--- config.mk ---
export PLATFORM = sky130hd
export DESIGN_NAME = uvmt_cv32e40s_sl_obi_fifo_ctrl_flat
export DESIGN_NICKNAME = d
export VERILOG_FILES = /design/src/rtl/uvmt_cv32e40s_sl_obi_fifo_ctrl_if.sv /design/src/rtl/uvmt_cv32e40s_sl_obi_fifo_ctrl.sv /design/src/flat_wrapper.sv
export SDC_FILE = /design/constraint.sdc
export NUM_CORES = 1
export LEC_CHECK = 0
export ABC_CLOCK_PERIOD_IN_PS = 2400
export CORE_ASPECT_RATIO = 0.9
export CORE_MARGIN = 1.5
export CORE_UTILIZATION = 48
export DETAILED_ROUTE_END_ITERATION = 8
export PLACE_DENSITY = 0.75
export SLEW_MARGIN = 15
export SYNTH_ARGS = -nofsm -noshare
export SYNTH_HDL_FRONTEND = slang
export SYNTH_SLANG_ARGS = --single-unit
export TNS_END_PERCENT = 30
--- constraint.sdc ---
create_clock -name clk_i -period 2.4 [get_ports clk_i]
set_clock_uncertainty 0.1 [all_clocks]
set_input_delay 0.48 -clock clk_i [delete_from_list [all_inputs] [get_ports clk_i]]
set_output_delay 0.48 -clock clk_i [all_outputs]
set_load 0.02 [all_outputs]
--- src/rtl/uvmt_cv32e40s_sl_obi_fifo_ctrl_if.sv ---
// OBI handshake inputs and FIFO-control outputs of the support-logic FIFO controller.
interface uvmt_cv32e40s_sl_obi_fifo_ctrl_if #(
  parameter int FIFO_SIZE = 2
);
  localparam int CW = $clog2(FIFO_SIZE + 1);

  logic          obi_req_i;
  logic          obi_gnt_i;
  logic          obi_rvalid_i;
  logic          add_item_o;
  logic          shift_fifo_o;
  logic [CW-1:0] count_o;
  logic [1:0]    state_o;
  logic          overflow_err_o;
  logic          underflow_err_o;
  logic          timeout_o;

  modport master (
    output obi_req_i, obi_gnt_i, obi_rvalid_i,
    input  add_item_o, shift_fifo_o, count_o, state_o,
           overflow_err_o, underflow_err_o, timeout_o
  );

  modport slave (
    input  obi_req_i, obi_gnt_i, obi_rvalid_i,
    output add_item_o, shift_fifo_o, count_o, state_o,
           overflow_err_o, underflow_err_o, timeout_o
  );
endinterface

--- src/rtl/uvmt_cv32e40s_sl_obi_fifo_ctrl.sv ---
// Tracks outstanding OBI transactions, strobes push/pop of a support-logic FIFO,
// and latches overflow/underflow into an absorbing ERROR state.
module uvmt_cv32e40s_sl_obi_fifo_ctrl #(
  parameter int FIFO_SIZE      = 2,
  parameter int TIMEOUT_CYCLES = 16
) (
  input logic clk_i,
  input logic rst_i,
  uvmt_cv32e40s_sl_obi_fifo_ctrl_if.slave bus
);
  localparam int CW = $clog2(FIFO_SIZE + 1);
  localparam int WW = $clog2(TIMEOUT_CYCLES + 1);

  typedef enum logic [1:0] {
    EMPTY   = 2'd0,
    PARTIAL = 2'd1,
    FULL    = 2'd2,
    ERROR   = 2'd3
  } state_e;

  state_e        state_q, state_d;
  logic [CW-1:0] count_q, count_d;
  logic [WW-1:0] wait_q, wait_d;
  logic          ovf_q, unf_q, timeout_q;

  logic accept, resp, in_err, ovf_det, unf_det, add, shift;

  always_ff @(posedge clk_i) begin
    if (rst_i) state_q <= EMPTY;
    else       state_q <= state_d;
  end

  always_comb begin
    accept  = bus.obi_req_i & bus.obi_gnt_i;
    resp    = bus.obi_rvalid_i;
    in_err  = (state_q == ERROR);
    ovf_det = accept & (count_q == CW'(FIFO_SIZE)) & ~resp & ~in_err;
    // A response can never precede its own accept, so a same-cycle accept does not help.
    unf_det = resp & (count_q == '0) & ~in_err;
    add     = accept & ~in_err & ~ovf_det & ~rst_i;
    shift   = resp & (count_q != '0) & ~in_err & ~rst_i;

    count_d = count_q;
    case ({add, shift})
      2'b10:   count_d = count_q + CW'(1);
      2'b01:   count_d = count_q - CW'(1);
      default: count_d = count_q;
    endcase

    state_d = state_q;
    if (in_err || ovf_det || unf_det) state_d = ERROR;
    else if (count_d == '0)            state_d = EMPTY;
    else if (count_d == CW'(FIFO_SIZE)) state_d = FULL;
    else                               state_d = PARTIAL;

    wait_d = wait_q;
    if (!in_err) begin
      if (resp || count_q == '0)               wait_d = '0;
      else if (wait_q != WW'(TIMEOUT_CYCLES)) wait_d = wait_q + WW'(1);
    end
  end

  always_ff @(posedge clk_i) begin
    if (rst_i) begin
      count_q   <= '0;
      wait_q    <= '0;
      ovf_q     <= 1'b0;
      unf_q     <= 1'b0;
      timeout_q <= 1'b0;
    end else begin
      count_q   <= count_d;
      wait_q    <= wait_d;
      ovf_q     <= ovf_q | ovf_det;
      unf_q     <= unf_q | unf_det;
      timeout_q <= (wait_d == WW'(TIMEOUT_CYCLES));
    end
  end

  assign bus.add_item_o      = add;
  assign bus.shift_fifo_o    = shift;
  assign bus.count_o         = count_q;
  assign bus.state_o         = state_q;
  assign bus.overflow_err_o  = ovf_q;
  assign bus.underflow_err_o = unf_q;
  assign bus.timeout_o       = timeout_q;
endmodule

--- src/flat_wrapper.sv ---
// flat-port wrapper written by rule: the top's interface ports become plain ports
module uvmt_cv32e40s_sl_obi_fifo_ctrl_flat 
#(
  parameter int FIFO_SIZE      = 2,
  parameter int TIMEOUT_CYCLES = 16
)
  (clk_i, rst_i, bus_obi_req_i, bus_obi_gnt_i, bus_obi_rvalid_i, bus_add_item_o, bus_shift_fifo_o, bus_count_o, bus_state_o, bus_overflow_err_o, bus_underflow_err_o, bus_timeout_o);
  uvmt_cv32e40s_sl_obi_fifo_ctrl_if #(.FIFO_SIZE(FIFO_SIZE)) bus_i ();
  input logic clk_i;
  input logic rst_i;
  input wire logic [$bits(bus_i.obi_req_i)-1:0] bus_obi_req_i;
  input wire logic [$bits(bus_i.obi_gnt_i)-1:0] bus_obi_gnt_i;
  input wire logic [$bits(bus_i.obi_rvalid_i)-1:0] bus_obi_rvalid_i;
  output wire logic [$bits(bus_i.add_item_o)-1:0] bus_add_item_o;
  output wire logic [$bits(bus_i.shift_fifo_o)-1:0] bus_shift_fifo_o;
  output wire logic [$bits(bus_i.count_o)-1:0] bus_count_o;
  output wire logic [$bits(bus_i.state_o)-1:0] bus_state_o;
  output wire logic [$bits(bus_i.overflow_err_o)-1:0] bus_overflow_err_o;
  output wire logic [$bits(bus_i.underflow_err_o)-1:0] bus_underflow_err_o;
  output wire logic [$bits(bus_i.timeout_o)-1:0] bus_timeout_o;
  assign bus_i.obi_req_i = bus_obi_req_i;
  assign bus_i.obi_gnt_i = bus_obi_gnt_i;
  assign bus_i.obi_rvalid_i = bus_obi_rvalid_i;
  assign bus_add_item_o = bus_i.add_item_o;
  assign bus_shift_fifo_o = bus_i.shift_fifo_o;
  assign bus_count_o = bus_i.count_o;
  assign bus_state_o = bus_i.state_o;
  assign bus_overflow_err_o = bus_i.overflow_err_o;
  assign bus_underflow_err_o = bus_i.underflow_err_o;
  assign bus_timeout_o = bus_i.timeout_o;
  uvmt_cv32e40s_sl_obi_fifo_ctrl #(.FIFO_SIZE(FIFO_SIZE), .TIMEOUT_CYCLES(TIMEOUT_CYCLES)) u_core (.clk_i(clk_i), .rst_i(rst_i), .bus(bus_i));
endmodule
==> impl_metrics.yaml <==
floorplanning:
  start_util: 0.5368
  ios: 14
  dieArea_sq_um: 1681
  die_w_um: 43.06
  core_area_sq_um: 1291
  die_y_um: 39.05
  row_count: 12
drt:
  routed_wl_um: 1647
  vias_per_cell: 5.700
  routedWlPerCell_um: 13.73
  drcViolationCount: 0
  antenna_left: 0
  drtIter0Drc: 18
  via_count: 684
  drt_pass1_iterations: 4
global_route:
  antenna_found_initial: 0
  met1_usage: 0.2928
  gr-total-overflow: 0
  grt_max_degree: 13
  gr-usage-met3: 0.07009
  grt_pass1_vias: 628
  globalRouteMet2Util: 0.3712
  grt.busiest_layer: "met2"
  grt_use_total: 0.2317
  grt_pass1_wl_um: 2780
timing:
  setup_violations: 0
  hold_slack_ps: 383.3
  slew_viol_final: 0
  hold_viol: 0
  max_slew.worst_pin.slew_ps: 321.4
  fin_tns_setup_ps: 0
  rsz0062_at_grt: "false"
  maxSlewHeadroom: 0.7854
  max_freq_mhz: 440.8
  fin_crit_sh: 0.9453
  finalCriticalPeriod_ps: 2269
yosys:
  ys_async_sr_fraction: 0
  synth.yosys.warnings: 0
  synth_nets: 93
  ys.flop_type: "dfxtp_1"
  yosysTopAreaCell: "dfxtp_1"
  ys_ff_latch: 12
  yosys-top-cells-area: "dfxtp_1 35%, ha_1 5.4%, o21ai_0 5.1%, nor2_1 4.3%, nand2_1 3.8%"
  synth_top_area_frac: 0.3466
  synth.distinct_cells: 32
  synth_enable_flop_cells: 0
  netlist_instances: 85
  syn_area_sq_um: 693.2
  ys_seq_area_frac: 0.3466
  postSynthAreaPerCell_sq_um: 8.155
clock_tree:
  cts.sinks: 12
  h-tree-depth: 1
  cts_tree: "built"
  insertion_delay_ps: 270
  clk_path_buf_depth: 2
  cts_buffers: 3
  cts_root_buf: "clkbuf_4"
  ctsResizeCount: 2
  cts.reportedPaths.clkPinSlew_ps: 70
  cts_setup_buffers: 0
  ctsHoldBuffers: 0
layout:
  area_growth_pct: 31.77
  fin_cells: 120
  mostFrequentLayoutCells: "12 x dfxtp_1, 11 x clkdlybuf4s50_1, 8 x nor2_1, 8 x buf_4"
  drive_gt1_frac: 0.1509
  postLayoutCellArea_sq_um: 913.4
  fillCellCount: 111
  antenna_cells: 0
  nNetsFinal: 115
  layout_commonest_cell: "dfxtp_1"
power_and_ir_drop:
  vdd_drop_max_v: 0.0003830
  p_leak_nw: 0.3564
  finalPower_mw: 0.4806
  powerDensity_nw_per_um2: 526.2
placed_design:
  place.port_buffers: 13
  dp_hpwl_um: 1242
  dpl_cell_area_sq_um: 883.3
  dp_cells: 116
  gp_congestion: 0.8069
critical_path:
  crit_chain: "clkdlybuf4s50_1 > o21ai_0 > nor3_1 > dlygate4sd2_1"
  endpoint_kind: "output pin"
  start_kind: "input port"
  path_buf_inv: 2
  worst-setup-path-type: "input port to output pin"
  crit_family: "buffers and inverters"
  worst_ep_required_time_ps: 1820
  worstPathArrival_ps: 1690
  critPathSlowestCell: "clkdlybuf4s50_1"
  max_stage_delay_ps: 530
  crit_fanout: 5
job:
  drv_cap: 0
outcome:
  status: "finished clean"
worst_hold_path:
  hp-class: "flip-flop to flip-flop"
-- final timing paths --
path                                          endpoint  cells past startpoint  slack, ps                            startpoint
setup reg to reg      u_core.bus.state_o[1]$_SDFF_PP0_                      8        480      u_core.bus.state_o[0]$_SDFF_PP0_
setup / recovery                      bus_shift_fifo_o                      4        130                      bus_obi_rvalid_i
hold / removal    u_core.bus.overflow_err_o$_SDFF_PP0_                      2        380  u_core.bus.overflow_err_o$_SDFF_PP0_
hold reg to reg   u_core.bus.overflow_err_o$_SDFF_PP0_                      2        380  u_core.bus.overflow_err_o$_SDFF_PP0_
-- worst reg2reg max path, cell delays in order (launching register included) --
cell	delay, ps
dfxtp_1	330
and2_1	190
nor3_1	140
o21ai_0	150
buf_4	160
ha_1	300
xor2_1	230
nand2b_1	100
o21ai_0	150
-- area by class of cell --
class                   count  area, sq um  area share
well taps                  14        17.52     0.01918
flip-flops and latches     12        240.2      0.2630
clock buffers               4        36.28     0.03973
multi-input cells          63        412.9      0.4521
inverters                   6        22.52     0.02466
repair buffers             21        183.9      0.2014
-- report_power, final --
group,internal (mW),total [mW],switching (mW)
registers,0.209,0.218,0.00922
clock network,0.0922,0.156,0.0640
logic,0.0500,0.106,0.0560
total,0.351,0.481,0.129
-- state kept, by name (all words and copies together), names as in the netlist --
register	count
u_core.bus.underflow_err_o	1
u_core.bus.count_o	2
u_core.bus.timeout_o	1
u_core.bus.state_o	2
u_core.bus.overflow_err_o	1
u_core.wait_q	5
-- stage by stage --
stage                     worst slack [ps]    util
after CTS                            105.0  0.7103
after global placement              -159.8  0.6841
final                                131.4  0.7074
after floorplan                      128.4       -
after detailed placement            -162.2  0.6841
after global routing                 18.70  0.7074
-- metal layers --
layer,vias up,wire (um)
li1,351,-
met2,18,740
met4,0,11
met3,2,65
met1,313,830
met5,-,0
-- Yosys cell counts (2+ instances only) --
master	count
a22oi_1	2
o31a_1	2
nand2b_1	2
o21ai_0	7
dfxtp_1	12
or3_1	2
nor3_1	4
xnor2_1	2
a21oi_1	4
ha_1	3
clkbuf_1	2
nor2_1	8
nand4b_1	2
buf_2	2
inv_1	6
nand3_1	3
nand2_1	7
-- logic make-up (layout without fill, tap and decap cells) --
| logic type | after synthesis | after routing | share of synthesized area |
|---|---|---|---|
| xor gates and xnor gates | 3 | 3 | 0.03791 |
| adders and majority gates | 3 | 3 | 0.05416 |
| AOI/OAI and AO/OA | 24 | 24 | 0.2509 |
| and+or+nand+nor | 33 | 33 | 0.2527 |
| DFF | 12 | 12 | 0.3466 |
| buffers and inverters | 10 | 31 | 0.05776 |
No activity file was read; power rests on OpenSTA's default activity.
